## src/rtl/wb_burst_master.sv

```systemverilog
// Wishbone burst write master: copies a block of words from a local read
// port onto Wishbone as single-word write cycles, with an optional watchdog.
//
// Ports:
//   Clock, Reset (async, active low)
//   iStart, iBurstLen, iInitialReadAddr, iWriteAddr, iWriteIncr : burst request (sampled in IDLE)
//   oReadAddress / iReadData : local read port (data used combinationally as DAT_O)
//   STB_O, CYC_O, WE_O, ADR_O, DAT_O, ACK_I, ERR_I : Wishbone master side
//   oBusy, oDone, oError, oCount : status
module wb_burst_master #(
    parameter int unsigned WIDTH   = 32,
    parameter int unsigned LEN_W   = 4,
    parameter int unsigned TIMEOUT = 255
) (
    input  logic             Clock,
    input  logic             Reset,
    input  logic             iStart,
    input  logic [LEN_W-1:0] iBurstLen,
    input  logic [WIDTH-1:0] iInitialReadAddr,
    input  logic [WIDTH-1:0] iWriteAddr,
    input  logic             iWriteIncr,
    output logic [WIDTH-1:0] oReadAddress,
    input  logic [WIDTH-1:0] iReadData,
    output logic             STB_O,
    output logic             CYC_O,
    output logic             WE_O,
    input  logic             ACK_I,
    input  logic             ERR_I,
    output logic [WIDTH-1:0] DAT_O,
    output logic [WIDTH-1:0] ADR_O,
    output logic             oBusy,
    output logic             oDone,
    output logic             oError,
    output logic [LEN_W-1:0] oCount
);

    localparam int unsigned WD_W = (TIMEOUT == 0) ? 1 : $clog2(TIMEOUT + 1);
    localparam bit          WD_EN = (TIMEOUT != 0);
    // Watchdog value at which the next missed cycle is the TIMEOUT-th one
    localparam logic [WD_W-1:0] WD_LAST = (TIMEOUT == 0) ? '0 : WD_W'(TIMEOUT - 1);
    localparam logic [WD_W-1:0] WD_MAX  = '1;

    typedef enum logic [1:0] {
        S_IDLE   = 2'd0,
        S_XFER   = 2'd1,
        S_FINISH = 2'd2,
        S_ABORT  = 2'd3
    } state_t;

    state_t             state_q, state_d;
    logic [LEN_W-1:0]   count_q, count_d;
    logic [LEN_W-1:0]   len_q, len_d;
    logic [WIDTH-1:0]   raddr_q, raddr_d;
    logic [WIDTH-1:0]   waddr_q, waddr_d;
    logic               incr_q, incr_d;
    logic [WD_W-1:0]    wdog_q, wdog_d;
    logic               stb_q, stb_d;
    logic               busy_q, busy_d;
    logic               done_q, done_d;
    logic               err_q, err_d;
    logic [LEN_W-1:0]   count_inc;

    assign count_inc = count_q + LEN_W'(1);

    // Next-state and datapath updates
    always_comb begin
        state_d = state_q;
        count_d = count_q;
        len_d   = len_q;
        raddr_d = raddr_q;
        waddr_d = waddr_q;
        incr_d  = incr_q;
        wdog_d  = wdog_q;

        case (state_q)
            S_IDLE: begin
                if (iStart) begin
                    count_d = '0;
                    len_d   = iBurstLen;
                    raddr_d = iInitialReadAddr;
                    waddr_d = iWriteAddr;
                    incr_d  = iWriteIncr;
                    wdog_d  = '0;
                    state_d = (iBurstLen != '0) ? S_XFER : S_FINISH;
                end
            end
            S_XFER: begin
                if (ERR_I) begin
                    // Errored word is neither counted nor advanced past
                    state_d = S_ABORT;
                end else if (ACK_I) begin
                    count_d = count_inc;
                    raddr_d = raddr_q + WIDTH'(1);
                    if (incr_q) begin
                        waddr_d = waddr_q + WIDTH'(1);
                    end
                    wdog_d = '0;
                    if (count_inc == len_q) begin
                        state_d = S_FINISH;
                    end
                end else begin
                    if (wdog_q != WD_MAX) begin
                        wdog_d = wdog_q + WD_W'(1);
                    end
                    if (WD_EN && (wdog_q >= WD_LAST)) begin
                        state_d = S_ABORT;
                    end
                end
            end
            S_FINISH: state_d = S_IDLE;
            S_ABORT:  state_d = S_IDLE;
            default:  state_d = S_IDLE;
        endcase

        // Status outputs are registered copies of the next state
        stb_d  = (state_d == S_XFER);
        busy_d = (state_d != S_IDLE);
        done_d = (state_d == S_FINISH);
        err_d  = (state_d == S_ABORT);
    end

    // State and output registers
    always_ff @(posedge Clock or negedge Reset) begin
        if (!Reset) begin
            state_q <= S_IDLE;
            count_q <= '0;
            len_q   <= '0;
            raddr_q <= '0;
            waddr_q <= '0;
            incr_q  <= 1'b0;
            wdog_q  <= '0;
            stb_q   <= 1'b0;
            busy_q  <= 1'b0;
            done_q  <= 1'b0;
            err_q   <= 1'b0;
        end else begin
            state_q <= state_d;
            count_q <= count_d;
            len_q   <= len_d;
            raddr_q <= raddr_d;
            waddr_q <= waddr_d;
            incr_q  <= incr_d;
            wdog_q  <= wdog_d;
            stb_q   <= stb_d;
            busy_q  <= busy_d;
            done_q  <= done_d;
            err_q   <= err_d;
        end
    end

    assign STB_O        = stb_q;
    assign CYC_O        = stb_q;
    assign WE_O         = stb_q;
    assign DAT_O        = iReadData;
    assign ADR_O        = waddr_q;
    assign oReadAddress = raddr_q;
    assign oBusy        = busy_q;
    assign oDone        = done_q;
    assign oError       = err_q;
    assign oCount       = count_q;

endmodule
```

## config.mk

```make
export PLATFORM = sky130hd
export DESIGN_NAME = wb_burst_master
export DESIGN_NICKNAME = d
export VERILOG_FILES = /design/src/rtl/wb_burst_master.sv
export SDC_FILE = /design/constraint.sdc
export NUM_CORES = 1
export LEC_CHECK = 0
export BUFFER_PORTS_ARGS = -buffer_cell sky130_fd_sc_hd__buf_2
export CORE_ASPECT_RATIO = 0.5
export CORE_MARGIN = 2
export CORE_UTILIZATION = 45
export CTS_BUF_LIST = sky130_fd_sc_hd__clkbuf_8 sky130_fd_sc_hd__clkbuf_16
export CTS_CLUSTER_SIZE = 24
export DETAILED_ROUTE_END_ITERATION = 10
export MAX_ROUTING_LAYER = met4
export PLACE_DENSITY_LB_ADDON = 0.05
export RECOVER_POWER = 25
export SLEW_MARGIN = 30
export SYNTH_ARGS = -nofsm -noshare
export SYNTH_HDL_FRONTEND = slang
export SYNTH_SLANG_ARGS = --single-unit
```

## constraint.sdc

```tcl
create_clock -name Clock -period 2 [get_ports Clock]
set_clock_uncertainty 0.2 [all_clocks]
set_input_delay 0.3 -clock Clock [delete_from_list [all_inputs] [get_ports Clock]]
set_output_delay 0.3 -clock Clock [all_outputs]
set_load 0.005 [all_outputs]
```

==> flow_metrics.py, run 1 <==
metrics = {
    "pwr": {
        "power.density_nw_per_um2": 1580,
        "vdd_drop_max_mv": 0.727,
        "p_leak_nw": 3.32,
    },
    "placement": {
        "placedCellCount": 963,
        "dp_hpwl_um": 12600,
        "post_dp_cell_area_um2": 6740,
        "gp_congestion": 0.857,
        "portBuffers": 147,
    },
    "final_layout": {
        "stdcell_count": 1001,
        "final_nets": 942,
        "layout-drive-gt1-share": 0.363,
        "final_common_cell": "buf_2",
        "finish.utilization": 0.625,
        "design_area_um2": 7350,
        "area_delta_synth_final_pct": 36.0,
        "layout_common_cells": "146 x buf_2, 87 x buf_4, 86 x dfrtp_1, 71 x nand2_1, 60 x a21oi_1",
    },
    "timing": {
        "tightestPinTransition_ns": 0.738,
        "setup_tns_ns": 0,
        "finalCritPeriodShare": 0.982,
        "max_slew_margin": 0.508,
        "rsz0062_at_grt": "yes",
        "whs_ns": 0.0141,
        "hold_viol": 0,
        "layout_min_cycle_time_ns": 1.96,
        "timing.fmax_ghz": 0.509,
        "drv_slew": 0,
        "final-setup-viol-count": 0,
    },
    "yosys": {
        "synthFlopType": "dfrtp_1",
        "netlist_instances": 632,
        "ys_seq_area_frac": 0.403,
        "synth_nets": 743,
        "synth_area_per_cell_um2": 8.56,
        "ys_warn_count": 0,
        "syn_area_um2": 5410,
        "synth_edf_count": 0,
        "synth_cell_types": 68,
        "synth_seq_cells": 87,
        "async_reset_ff_frac": 1.00,
    },
    "routing": {
        "drt-pass1-iter-count": 4,
        "route.vias.total": 5742,
        "wl_um": 17600,
        "routedWlPerCell_um": 17.5,
        "antenna_left": 0,
        "drt_drc_violations_left": 0,
        "drt-initial-drc-count": 351,
        "vias_per_cell": 5.74,
    },
    "clock_tree": {
        "clk_pin_slew_ns": 0.07,
        "htree_levels": 3,
        "cts_made_buffers": 9,
        "root_buffer": "clkbuf_16",
        "clock_path_buffers": 2,
        "cts.sinks": 87,
        "cts_tree": "built",
        "clock_latency_ns": 0.34,
    },
    "critical_path": {
        "r2r_slack_ns": 0.04,
        "worst_setup_path_end_kind": "register",
        "worstPathArrival_ns": 2.04,
        "required_ns": 2.08,
        "critPathLaunchType": "register",
        "critical_path_class": "reg -> reg",
        "path_max_fanout": 5,
    },
    "global_route": {
        "grt_use_total": 0.274,
        "grt_pass1_wl_um": 27400,
        "grt_max_degree": 34,
        "overflow": 0,
        "grt_pass1_vias": 5431,
        "antenna_found_initial": 1,
    },
    "floorplanning": {
        "start_util": 0.459,
        "die_x_um": 159,
        "coreArea_um2": 11800,
        "num_io_pins": 212,
        "rows": 28,
        "fp.dieH_um": 81.5,
        "dieArea_um2": 13000,
    },
    "job": {
        "drv_cap": 0,
    },
    "run_status": {
        "status": "complete, no violations",
    },
    "min_path": {
        "hp-class": "in -> reg",
    },
}
## cell families after synthesis
kind of cell	Yosys count	share of synthesized area
compound gates	181	0.216
xor+xnor	12	0.0194
fa+ha+maj	5	0.0116
buf+inv	74	0.0773
flops	87	0.403
mux	4	0.00740
simple gates	269	0.266
## through the flow
stage	worst slack (ns)	power, mW
2_1_floorplan	-0.0163	6.67
3_3_place_gp	0.0241	9.47
3_5_place_dp	-0.0438	9.56
4_1_cts	0.00690	11.3
5_1_grt	-0.0601	12.5
6_report	0.0370	11.6
## where the power goes
| group | internal [mW] | switching [mW] |
|---|---|---|
| Combinational | 3.11 | 3.58 |
| Clock | 0.949 | 0.706 |
| Sequential | 2.54 | 0.743 |
| Total | 6.60 | 5.02 |
## layer usage
metal,up-vias,wire length [um],global-route usage
li1,2727,-,-
met5,-,0,-
met4,0,345,0.0809
met3,44,977,0.0576
met1,2787,7980,0.356
met2,184,8260,0.438
## registers in the layout, indices dropped and copies added (netlist names)
signal and count:
CYC_O 1, wdog_q 8, oBusy 1, ADR_O 32, oReadAddress 32, incr_q 1, state_q 2, oDone 1
oError 1, oCount 4, len_q 4
## timing repair
item,4_1_cts,5_1_grt
hold endpoints to repair,35,0
gates resized for setup,2,31
setup buffers,0,10
pin swaps,0,15
hold buffers,12,0
endpoints found under the setup margin,1,44
## final timing paths
kind / to / depth (start not counted) / from
setup / recovery: oReadAddress[31]$_DFFE_PN0P_ / 5 / oReadAddress[16]$_DFFE_PN0P_
hold / removal: ADR_O[1]$_DFFE_PN0P_ / 3 / iWriteAddr[1]
hold reg to reg: incr_q$_DFFE_PN0P_ / 2 / incr_q$_DFFE_PN0P_
min in group asynchronous: wdog_q[7]$_DFFE_PN0P_ / 2 / Reset
setup reg to reg: oReadAddress[31]$_DFFE_PN0P_ / 5 / oReadAddress[16]$_DFFE_PN0P_
max in group asynchronous: oReadAddress[0]$_DFFE_PN0P_ / 3 / Reset
## layout make-up
cell class	count	area (um^2)
fillers	1079	4420
multi-input cells	471	2990
flip-flops and latches	87	2180
repair buffers	256	1680
clock buffers	9	225
well taps	165	206
clock inverters	6	55.1
inverters	6	22.5
diodes	1	2.50
## worst max-delay path, cell delays in order (launching register included)
cell and delay, ns:
dfrtp_1 0.43, nand4_1 0.20, nor4_4 0.38, nand3_2 0.13
or4b_1 0.48, nand3_1 0.09
## cells in the mapped netlist, drive strengths merged, types with 4 or more instances
cell type	n	area, um^2
dfrtp	87	2180
nand2	73	274
a21oi	61	305
nor2	54	205
buf	50	328
nand3	37	203
o21ai	27	139
nand4	23	156
clkbuf	18	67.6
nor3	18	105
o22ai	16	100
o22a	14	123
a31oi	13	81.3
and3	11	68.8
and4	8	70.1
or3	8	50.1
xor2	8	70.1
a211oi	7	52.6
and2	7	43.8
inv	6	22.5
nand2b	6	37.5
nor4	6	67.6
a311oi	5	43.8
ha	5	62.6
a21o	4	30.0
a2bb2oi	4	35.0
mux2i	4	40.0
xnor2	4	35.0
Power figures use the tool's default switching activity.
==> run 2: changes to the inputs <==
- CORE_UTILIZATION: 45 -> 53
- clock period: 2 -> 2.5 ns (I/O delays scaled with it)
==> run 2 against run 1 <==
Against the previous run:
- highest routed layer unchanged
- clock power shrank 13%
- critical path type unchanged
- cell count shrank 11%
- routed wire length shrank 10%
- fmax shrank 14%
- via count shrank 6.8%
- utilization grew 4.7 points
- global-route usage grew 2.1 points
- flip-flop and latch count is the same
- largest power group unchanged
- clock-buffer cell count is the same
==> flow_metrics.py, run 2 (synthesized netlist as in run 1, its figures left out) <==
metrics = {
    "global_route": {
        "grt_pass1_vias": 4901,
        "grt_use_total": 0.295,
        "grt_max_degree": 55,
        "grt_pass1_wl_um": 24800,
        "antenna_found_initial": 0,
        "overflow": 0,
    },
    "placement": {
        "gp_congestion": 0.865,
        "portBuffers": 147,
        "dp_hpwl_um": 11200,
        "post_dp_cell_area_um2": 6170,
    },
    "pwr": {
        "p_leak_nw": 2.90,
        "power.density_nw_per_um2": 1270,
        "vdd_drop_max_mv": 0.609,
    },
    "critical_path": {
        "cp-startpoint": "ADR_O[0]$_DFFE_PN0P_",
        "r2r_end": "ADR_O[26]$_DFFE_PN0P_",
        "required_ns": 2.52,
        "worstReg2RegStart": "ADR_O[0]$_DFFE_PN0P_",
        "worst_setup_path_end_kind": "register",
        "critical_path_class": "reg -> reg",
        "worstPathArrival_ns": 2.31,
        "reg2reg_depth": 6,
        "endpoint": "ADR_O[26]$_DFFE_PN0P_",
        "r2r_slack_ns": 0.22,
        "critPathLaunchType": "register",
        "path_max_fanout": 6,
    },
    "clock_tree": {
        "root_buffer": "clkbuf_16",
        "cts.sinks": 87,
        "post_cts.repair.setup_buffers": 0,
        "htree_levels": 3,
        "clk_pin_slew_ns": 0.07,
        "clock_path_buffers": 2,
        "clock_latency_ns": 0.35,
        "cts_resized": 0,
        "hold_buffers": 1,
        "cts_made_buffers": 9,
        "cts_tree": "built",
    },
    "final_layout": {
        "layout_common_cells": "146 x buf_2, 87 x dfrtp_1, 73 x nand2_1, 60 x a21oi_1, 53 x nor2_1",
        "n_antenna_cell": 0,
        "area_delta_synth_final_pct": 20.0,
        "final_common_cell": "buf_2",
        "final_nets": 860,
        "design_area_um2": 6490,
        "layout-drive-gt1-share": 0.276,
    },
    "routing": {
        "drt_drc_violations_left": 0,
        "routedWlPerCell_um": 17.7,
        "wl_um": 15800,
        "route.vias.total": 5351,
        "vias_per_cell": 6.02,
        "drt-initial-drc-count": 308,
        "drt-pass1-iter-count": 5,
        "antenna_left": 0,
    },
    "timing": {
        "timing.fmax_ghz": 0.438,
        "setup_tns_ns": 0,
        "final-setup-viol-count": 0,
        "drv_slew": 0,
        "hold_viol": 0,
        "finalCritPeriodShare": 0.913,
        "rsz0062_at_grt": "no",
        "max_slew_margin": 0.254,
        "layout_min_cycle_time_ns": 2.28,
        "tightestPinTransition_ns": 1.12,
    },
    "floorplanning": {
        "start_util": 0.559,
        "num_io_pins": 212,
        "coreArea_um2": 9670,
        "die_x_um": 147,
        "dieArea_um2": 11100,
        "rows": 25,
        "fp.dieH_um": 75.4,
    },
    "job": {
        "drv_cap": 0,
    },
    "run_status": {
        "status": "complete, no violations",
    },
    "min_path": {
        "hp-class": "in -> reg",
    },
}
## run 2: through the flow
step | hold WS, ns | cells | power [mW] | setup slack [ns] | utilization
after detailed placement | 0.202 | 872 | 6.81 | 0.262 | 0.638
after CTS | 0.0314 | 889 | 8.26 | 0.238 | 0.671
after global routing | 0.0348 | 889 | 8.92 | 0.0686 | 0.671
after floorplan | -0.121 | 632 | 5.32 | 0.438 | -
after global placement | 0.200 | 872 | 6.73 | 0.350 | 0.638
final | 0.0335 | 889 | 8.27 | 0.217 | 0.671
## run 2: final cells by class
cell class              instances  area (um^2)
fillers                       854         3180
multi-input cells             471         2830
flip-flops and latches         87         2180
repair buffers                174          978
clock buffers                   9          225
well taps                     135          169
clock inverters                 7         88.8
inverters                       6         22.5
## run 2: critical path, cell delays in order (launching register included)
cell and delay (ns):
dfrtp_1 0.40, ha_1 0.21, nand3_1 0.18, or2_1 0.34
nor4_4 0.41, a31oi_1 0.14, a211o_1 0.29
## run 2: worst min path at each step
stage,startpoint,to,slack [ns],depth (start not counted)
2_1_floorplan,Reset,ADR_O[0]$_DFFE_PN0P_,-0.12,0
3_3_place_gp,Reset,CYC_O$_DFF_PN0_,0.20,1
3_5_place_dp,Reset,incr_q$_DFFE_PN0P_,0.20,1
4_1_cts,iWriteIncr,incr_q$_DFFE_PN0P_,0.03,3
5_1_grt,iWriteIncr,incr_q$_DFFE_PN0P_,0.03,3
6_report,iWriteIncr,incr_q$_DFFE_PN0P_,0.03,3
## run 2: per-layer routing
metal / vias to the layer above / wire length, um / share of wire / GRT usage
li1: 2551 / - / - / -
met1: 2560 / 6830 / 0.43 / 0.377
met2: 198 / 7480 / 0.47 / 0.479
met3: 42 / 1090 / 0.069 / 0.0677
met4: 0 / 353 / 0.022 / 0.0885
met5: - / 0 / 0 / -
## run 2: where the power goes
group,total (mW),switching [mW],internal (mW),leakage (nW)
clock network,1.44,0.576,0.869,0.153
logic,4.00,2.30,1.70,1.73
registers,2.83,0.797,2.03,1.02
